<file path="src/rtl/alu_issue_ctrl.sv">
// alu_issue_ctrl: issue stage in front of the 32-bit combinational ALU.
// It accepts one R-type request at a time, drives registered operands and
// a decoded control code into the ALU, captures the ALU outputs one cycle
// later, and holds them on a response channel until they are consumed.
// It also keeps a saturating count of legal operations that overflowed.
module alu_issue_ctrl #(
  parameter int CNT_W = 16
) (
  input  logic             clk,
  input  logic             rst_n,
  input  logic             req_valid,
  output logic             req_ready,
  input  logic [5:0]       req_funct,
  input  logic [31:0]      req_src1,
  input  logic [31:0]      req_src2,
  output logic [31:0]      alu_src1,
  output logic [31:0]      alu_src2,
  output logic [3:0]       alu_ctrl,
  input  logic [31:0]      alu_result,
  input  logic             alu_zero,
  input  logic             alu_cout,
  input  logic             alu_overflow,
  output logic             rsp_valid,
  input  logic             rsp_ready,
  output logic [31:0]      rsp_result,
  output logic [3:0]       rsp_flags,
  input  logic             ovf_clr,
  output logic [CNT_W-1:0] ovf_count
);

  typedef enum logic [1:0] {
    IDLE = 2'd0,
    EXEC = 2'd1,
    RESP = 2'd2
  } state_t;

  localparam logic [CNT_W-1:0] CNT_MAX = {CNT_W{1'b1}};

  state_t           r_state;
  state_t           w_nextState;
  logic [31:0]      r_src1;
  logic [31:0]      r_src2;
  logic [3:0]       r_ctrl;
  logic             r_illegal;
  logic [31:0]      r_rspResult;
  logic [3:0]       r_rspFlags;
  logic [CNT_W-1:0] r_ovfCount;
  logic [3:0]       w_decCtrl;
  logic             w_decIllegal;
  logic             w_accept;
  logic             w_capture;

  // A new request may enter when idle, or when the held response is being
  // consumed this very cycle; this makes back-to-back issue possible.
  assign req_ready = (r_state == IDLE) || ((r_state == RESP) && rsp_ready);
  assign rsp_valid = (r_state == RESP);
  assign w_accept  = req_valid && req_ready;
  assign w_capture = (r_state == EXEC);

  assign alu_src1   = r_src1;
  assign alu_src2   = r_src2;
  assign alu_ctrl   = r_ctrl;
  assign rsp_result = r_rspResult;
  assign rsp_flags  = r_rspFlags;
  assign ovf_count  = r_ovfCount;

  // Decode the R-type funct field into the ALU control code; unknown codes
  // run the ALU as AND and are marked illegal so the response can be forced.
  always_comb begin
    w_decCtrl    = 4'b0000;
    w_decIllegal = 1'b0;
    case (req_funct)
      6'h24:   w_decCtrl = 4'b0000;
      6'h25:   w_decCtrl = 4'b0001;
      6'h20:   w_decCtrl = 4'b0010;
      6'h22:   w_decCtrl = 4'b0110;
      6'h27:   w_decCtrl = 4'b1100;
      6'h26:   w_decCtrl = 4'b1101;
      6'h2A:   w_decCtrl = 4'b0111;
      default: w_decIllegal = 1'b1;
    endcase
  end

  // State register for the IDLE -> EXEC -> RESP sequence.
  always_ff @(posedge clk or negedge rst_n) begin
    if (!rst_n) begin
      r_state <= IDLE;
    end else begin
      r_state <= w_nextState;
    end
  end

  // Next-state logic: EXEC always lasts exactly one cycle, RESP waits for
  // the consumer and may chain straight into the next EXEC.
  always_comb begin
    w_nextState = r_state;
    case (r_state)
      IDLE: begin
        if (req_valid) w_nextState = EXEC;
      end
      EXEC: begin
        w_nextState = RESP;
      end
      RESP: begin
        if (rsp_ready) begin
          if (req_valid) w_nextState = EXEC;
          else           w_nextState = IDLE;
        end
      end
      default: w_nextState = IDLE;
    endcase
  end

  // Operand and control registers only move on an accept edge, so the ALU
  // inputs stay frozen through EXEC and any length of response stall.
  always_ff @(posedge clk or negedge rst_n) begin
    if (!rst_n) begin
      r_src1    <= 32'd0;
      r_src2    <= 32'd0;
      r_ctrl    <= 4'b0000;
      r_illegal <= 1'b0;
    end else if (w_accept) begin
      r_src1    <= req_src1;
      r_src2    <= req_src2;
      r_ctrl    <= w_decCtrl;
      r_illegal <= w_decIllegal;
    end
  end

  // Capture the ALU outputs at the end of EXEC; illegal ops return a fixed
  // zero result with the illegal and zero flags, ignoring the ALU entirely.
  always_ff @(posedge clk or negedge rst_n) begin
    if (!rst_n) begin
      r_rspResult <= 32'd0;
      r_rspFlags  <= 4'b0000;
    end else if (w_capture) begin
      if (r_illegal) begin
        r_rspResult <= 32'd0;
        r_rspFlags  <= 4'b1001;
      end else begin
        r_rspResult <= alu_result;
        r_rspFlags  <= {1'b0, alu_overflow, alu_cout, alu_zero};
      end
    end
  end

  // Saturating overflow-event counter; a clear wins over a same-cycle event.
  always_ff @(posedge clk or negedge rst_n) begin
    if (!rst_n) begin
      r_ovfCount <= '0;
    end else if (ovf_clr) begin
      r_ovfCount <= '0;
    end else if (w_capture && !r_illegal && alu_overflow && (r_ovfCount != CNT_MAX)) begin
      r_ovfCount <= r_ovfCount + 1'b1;
    end
  end

endmodule

</file>
<file path="config.mk">
export PLATFORM = sky130hd
export DESIGN_NAME = alu_issue_ctrl
export DESIGN_NICKNAME = d
export VERILOG_FILES = /design/src/rtl/alu_issue_ctrl.sv
export SDC_FILE = /design/constraint.sdc
export NUM_CORES = 1
export LEC_CHECK = 0
export BUFFER_PORTS_ARGS = -buffer_cell sky130_fd_sc_hd__buf_2
export CAP_MARGIN = 20
export CELL_PAD_IN_SITES_DETAIL_PLACEMENT = 0
export CELL_PAD_IN_SITES_GLOBAL_PLACEMENT = 1
export CORE_MARGIN = 2
export CORE_UTILIZATION = 36
export DETAILED_ROUTE_END_ITERATION = 10
export PLACE_DENSITY_LB_ADDON = 0.12
export RECOVER_POWER = 50
export REMOVE_ABC_BUFFERS = 1
export SYNTH_ARGS = -nofsm -noshare
export SYNTH_HDL_FRONTEND = slang
export SYNTH_SLANG_ARGS = --single-unit
</file>
<file path="constraint.sdc">
create_clock -name clk -period 2.3 [get_ports clk]
set_clock_uncertainty 0.2 [all_clocks]
set_input_delay 0.115 -clock clk [delete_from_list [all_inputs] [get_ports clk]]
set_output_delay 0.115 -clock clk [all_outputs]
set_load 0.01 [all_outputs]
</file>
==> flow_metrics.py <==
metrics = {
    "synthesis": {
        "synth-main-ff-cell": "dfrtp_1",
        "synth_top_cells_by_count": "123 x dfrtp_1, 70 x mux2_2, 40 x nand2_1",
        "postSynthCellCount": 425,
        "synth_top_family_by_area": "multiplexers",
        "yosysSeqAreaShare_pct": 59.2,
        "synthMuxAreaShare_pct": 16.2,
        "synth-edff-count": 0,
        "synth.area.top_cells": "dfrtp_1 59%, mux2_2 15%, nand2b_1 4.5%",
        "avgSynthCellArea_um2": 12.2,
        "synthAdderAreaFrac_pct": 0.241,
        "synth-simple-area-share_pct": 13.9,
        "ys_warn_count": 0,
        "yosysTopAreaCellShare_pct": 59.2,
        "synth-compound-area-share_pct": 7.39,
        "yosysMostFrequentCell": "dfrtp_1",
        "ys_ff_latch": 123,
        "synthArstFlopShare_pct": 100,
        "synth-xor-area-share_pct": 0.168,
        "syn_area_um2": 5200,
        "synth_cell_type_count": 39,
        "synth_largest_area_cell": "dfrtp_1",
    },
    "timing": {
        "slew_headroom_pct": 40.0,
        "grt_setup_unrepaired": "no",
        "tns_ns": 0,
        "fmax_mhz": 465,
        "period_minus_slack_ns": 2.15,
        "slew_viol_final": 0,
        "finalHoldViolCount": 0,
        "tightest_slew_ns": 0.900,
        "finalSetupViolations": 0,
        "hold_ws_ns": 0.0588,
        "finalCritPeriodShare_pct": 93.5,
    },
    "power_and_ir_drop": {
        "total_power_w": 0.00717,
        "power.switching_w": 0.00195,
        "ir_drop_uv": 549,
        "p_per_area_nw_per_um2": 873,
        "internal_power_w": 0.00522,
        "p_seq_share_pct": 39.2,
        "p_sw_share_pct": 27.2,
        "p_comb_share_pct": 21.7,
        "power_leakage_nw": 3.78,
        "clkPwrFrac_pct": 39.1,
    },
    "clocking": {
        "worst_skew_pair.late_latency_ns": 0.41,
        "ctsResizeCount": 0,
        "tritoncts": "built",
        "cts_buffers": 17,
        "clockBufferDepth": 2,
        "clock-sinks": 123,
        "cts_root_buf": "clkbuf_16",
        "post-cts-setup-buffers": 0,
        "holdBufCountCts": 110,
        "h-tree-depth": 4,
        "clkTransAtPathRegs_ns": 0.05,
    },
    "floorplan": {
        "core_um2": 14000,
        "rows": 43,
        "die_h_um": 124,
        "die_area_um2": 15400,
        "initial_core_util_pct": 37.2,
        "die_w_um": 124,
        "pin_count": 232,
    },
    "place": {
        "io_buffers": 231,
        "hpwl_um": 9500,
        "dp_cells": 821,
        "gp_congestion": 0.754,
    },
    "hold_path": {
        "hold_path.class": "input port to flop",
    },
    "job": {
        "max_cap_viol_count": 0,
    },
    "worst_setup_path": {
        "ff2ff_path_depth": 5,
        "crit_fanout": 72,
        "critPathKind": "input port to flop",
        "slowest_delay_ns": 0.58,
        "r2r_end": "alu_ctrl[2]$_DFFE_PN0P_",
        "crit_slowest_cell": "dlygate4sd3_1",
        "arrival_ns": 2.28,
        "r2r_slack_ns": 0.16,
        "startpoint_type": "input port",
        "worstPathCellList": "dlygate4sd3_1, buf_2, inv_1, a211oi_4, buf_12, nand4_1, dlygate4sd3_1, o21ai_0",
        "crit_top_cell": "dlygate4sd3_1",
        "endpoint_kind": "flop",
        "r2r-start": "r_state[1]$_DFFE_PN0P_",
        "required_ns": 2.42,
        "critical_path.endpoint": "alu_ctrl[2]$_DFFE_PN0P_",
        "cp-startpoint": "rsp_ready",
    },
    "cells_and_area": {
        "fin_cells": 962,
        "nFillCells": 1193,
        "drive_gt1_share_pct": 36.7,
        "insertedDiodeCount": 0,
        "syn_to_final_growth_pct": 58.0,
        "final_net_count": 881,
    },
    "run_status": {
        "status": "finished, final reports clean",
    },
    "route": {
        "drtAntennaViolNets": 0,
        "drc": 0,
        "wl_per_cell_um": 15.0,
        "vias_per_cell": 4.64,
        "wirelength_um": 14400,
        "drt-pass1-iter-count": 4,
        "drt_iter0_markers": 241,
        "vias": 4461,
    },
    "grt": {
        "grt_max_degree": 73,
        "grt_pass1_vias": 4562,
        "grt_use_total_pct": 19.2,
        "grt_overflow_total": 0,
        "grt_antenna_before_repair": 0,
        "grt_pass1_wl_um": 22400,
    },
}
power groups by stage:
| stage | logic [W] | clock network (W) | registers (W) |
|---|---|---|---|
| CTS | 0.00165 | 0.00288 | 0.00281 |
| global route | 0.00171 | 0.00299 | 0.00287 |
| global placement | 0.00149 | 0 | 0.00281 |
| detailed placement | 0.00150 | 0 | 0.00283 |
| floorplan | 0.000532 | 0 | 0.00303 |
| finish | 0.00156 | 0.00280 | 0.00281 |
critical path, delay by kind of cell:
family                 cells  cell delay (ns)
buffers and inverters      5             1.63
AO/OA/AOI/OAI              2             0.35
AND/OR/NAND/NOR            1             0.15
area by class of cell:
cell class                 count  area (um^2)  share of cell area [%]
sequential                   123         3080                    37.5
timing repair buffer         350         2270                    27.7
multi-input combinational    269         1980                    24.1
clock buffer                  20          457                    5.56
tap                          180          225                    2.74
clock inverter                11          169                    2.06
inverter                       9         33.8                   0.411
layer usage:
layer / track usage (%) / share of wire, % / up-vias
li1: - / - / 2167
met1: 22.0 / 41 / 2116
met2: 32.9 / 50 / 159
met3: 6.64 / 7.6 / 19
met4: 7.51 / 1.6 / 0
met5: 0 / 0 / -
how the worst min path moves through the flow:
stage | start | to | depth (start not counted)
floorplan | rst_n | alu_ctrl[0]$_DFFE_PN0P_ | 0
global placement | rst_n | rsp_result[3]$_DFFE_PN0N_ | 1
detailed placement | rst_n | rsp_result[3]$_DFFE_PN0N_ | 1
CTS | rst_n | rsp_result[3]$_DFFE_PN0N_ | 2
global route | req_valid | r_state[0]$_DFFE_PN0P_ | 4
finish | req_valid | r_state[0]$_DFFE_PN0P_ | 4
cells in the final DEF, fill, tap and decap left out, types with 2 or more instances in the layout:
cell,n
mux2_2,70
and4_1,3
clkbuf_4,2
clkbuf_1,62
a21oi_1,16
or4_1,6
buf_12,2
nand2b_1,36
nor2_1,9
nand2_1,40
or3_1,3
nand4_1,6
buf_4,5
inv_1,9
clkinvlp_4,4
clkbuf_8,2
o31ai_1,8
clkbuf_16,17
bufinv_16,4
dlygate4sd3_1,110
dfrtp_1,123
a31oi_1,2
o21ai_0,37
nand3_1,3
mux2_1,4
clkinv_2,2
buf_2,169
nor2b_1,7
stage by stage:
| stage | util [%] | setup slack [ns] | instance area, um^2 |
|---|---|---|---|
| after floorplan | - | -1.75 | 5080 |
| after global placement | 47.1 | 0.293 | 6590 |
| after detailed placement | 47.1 | 0.238 | 6590 |
| after CTS | 59.5 | 0.138 | 8320 |
| after global routing | 58.7 | 0.0287 | 8220 |
| final | 58.7 | 0.149 | 8220 |
sequential cells by signal (all words and copies together), names as in the netlist:
name        count
rsp_flags       4
alu_src1       32
alu_src2       32
r_illegal       1
ovf_count      16
alu_ctrl        4
rsp_result     32
r_state         2
kinds of logic after synthesis:
| family | after synthesis |
|---|---|
| flops | 123 |
| compound gates | 68 |
| fa+ha+maj | 1 |
| mux | 75 |
| simple gates | 124 |
| xor+xnor | 1 |
| buf+inv | 33 |
Note: power is estimated with default switching activity, not from simulation.
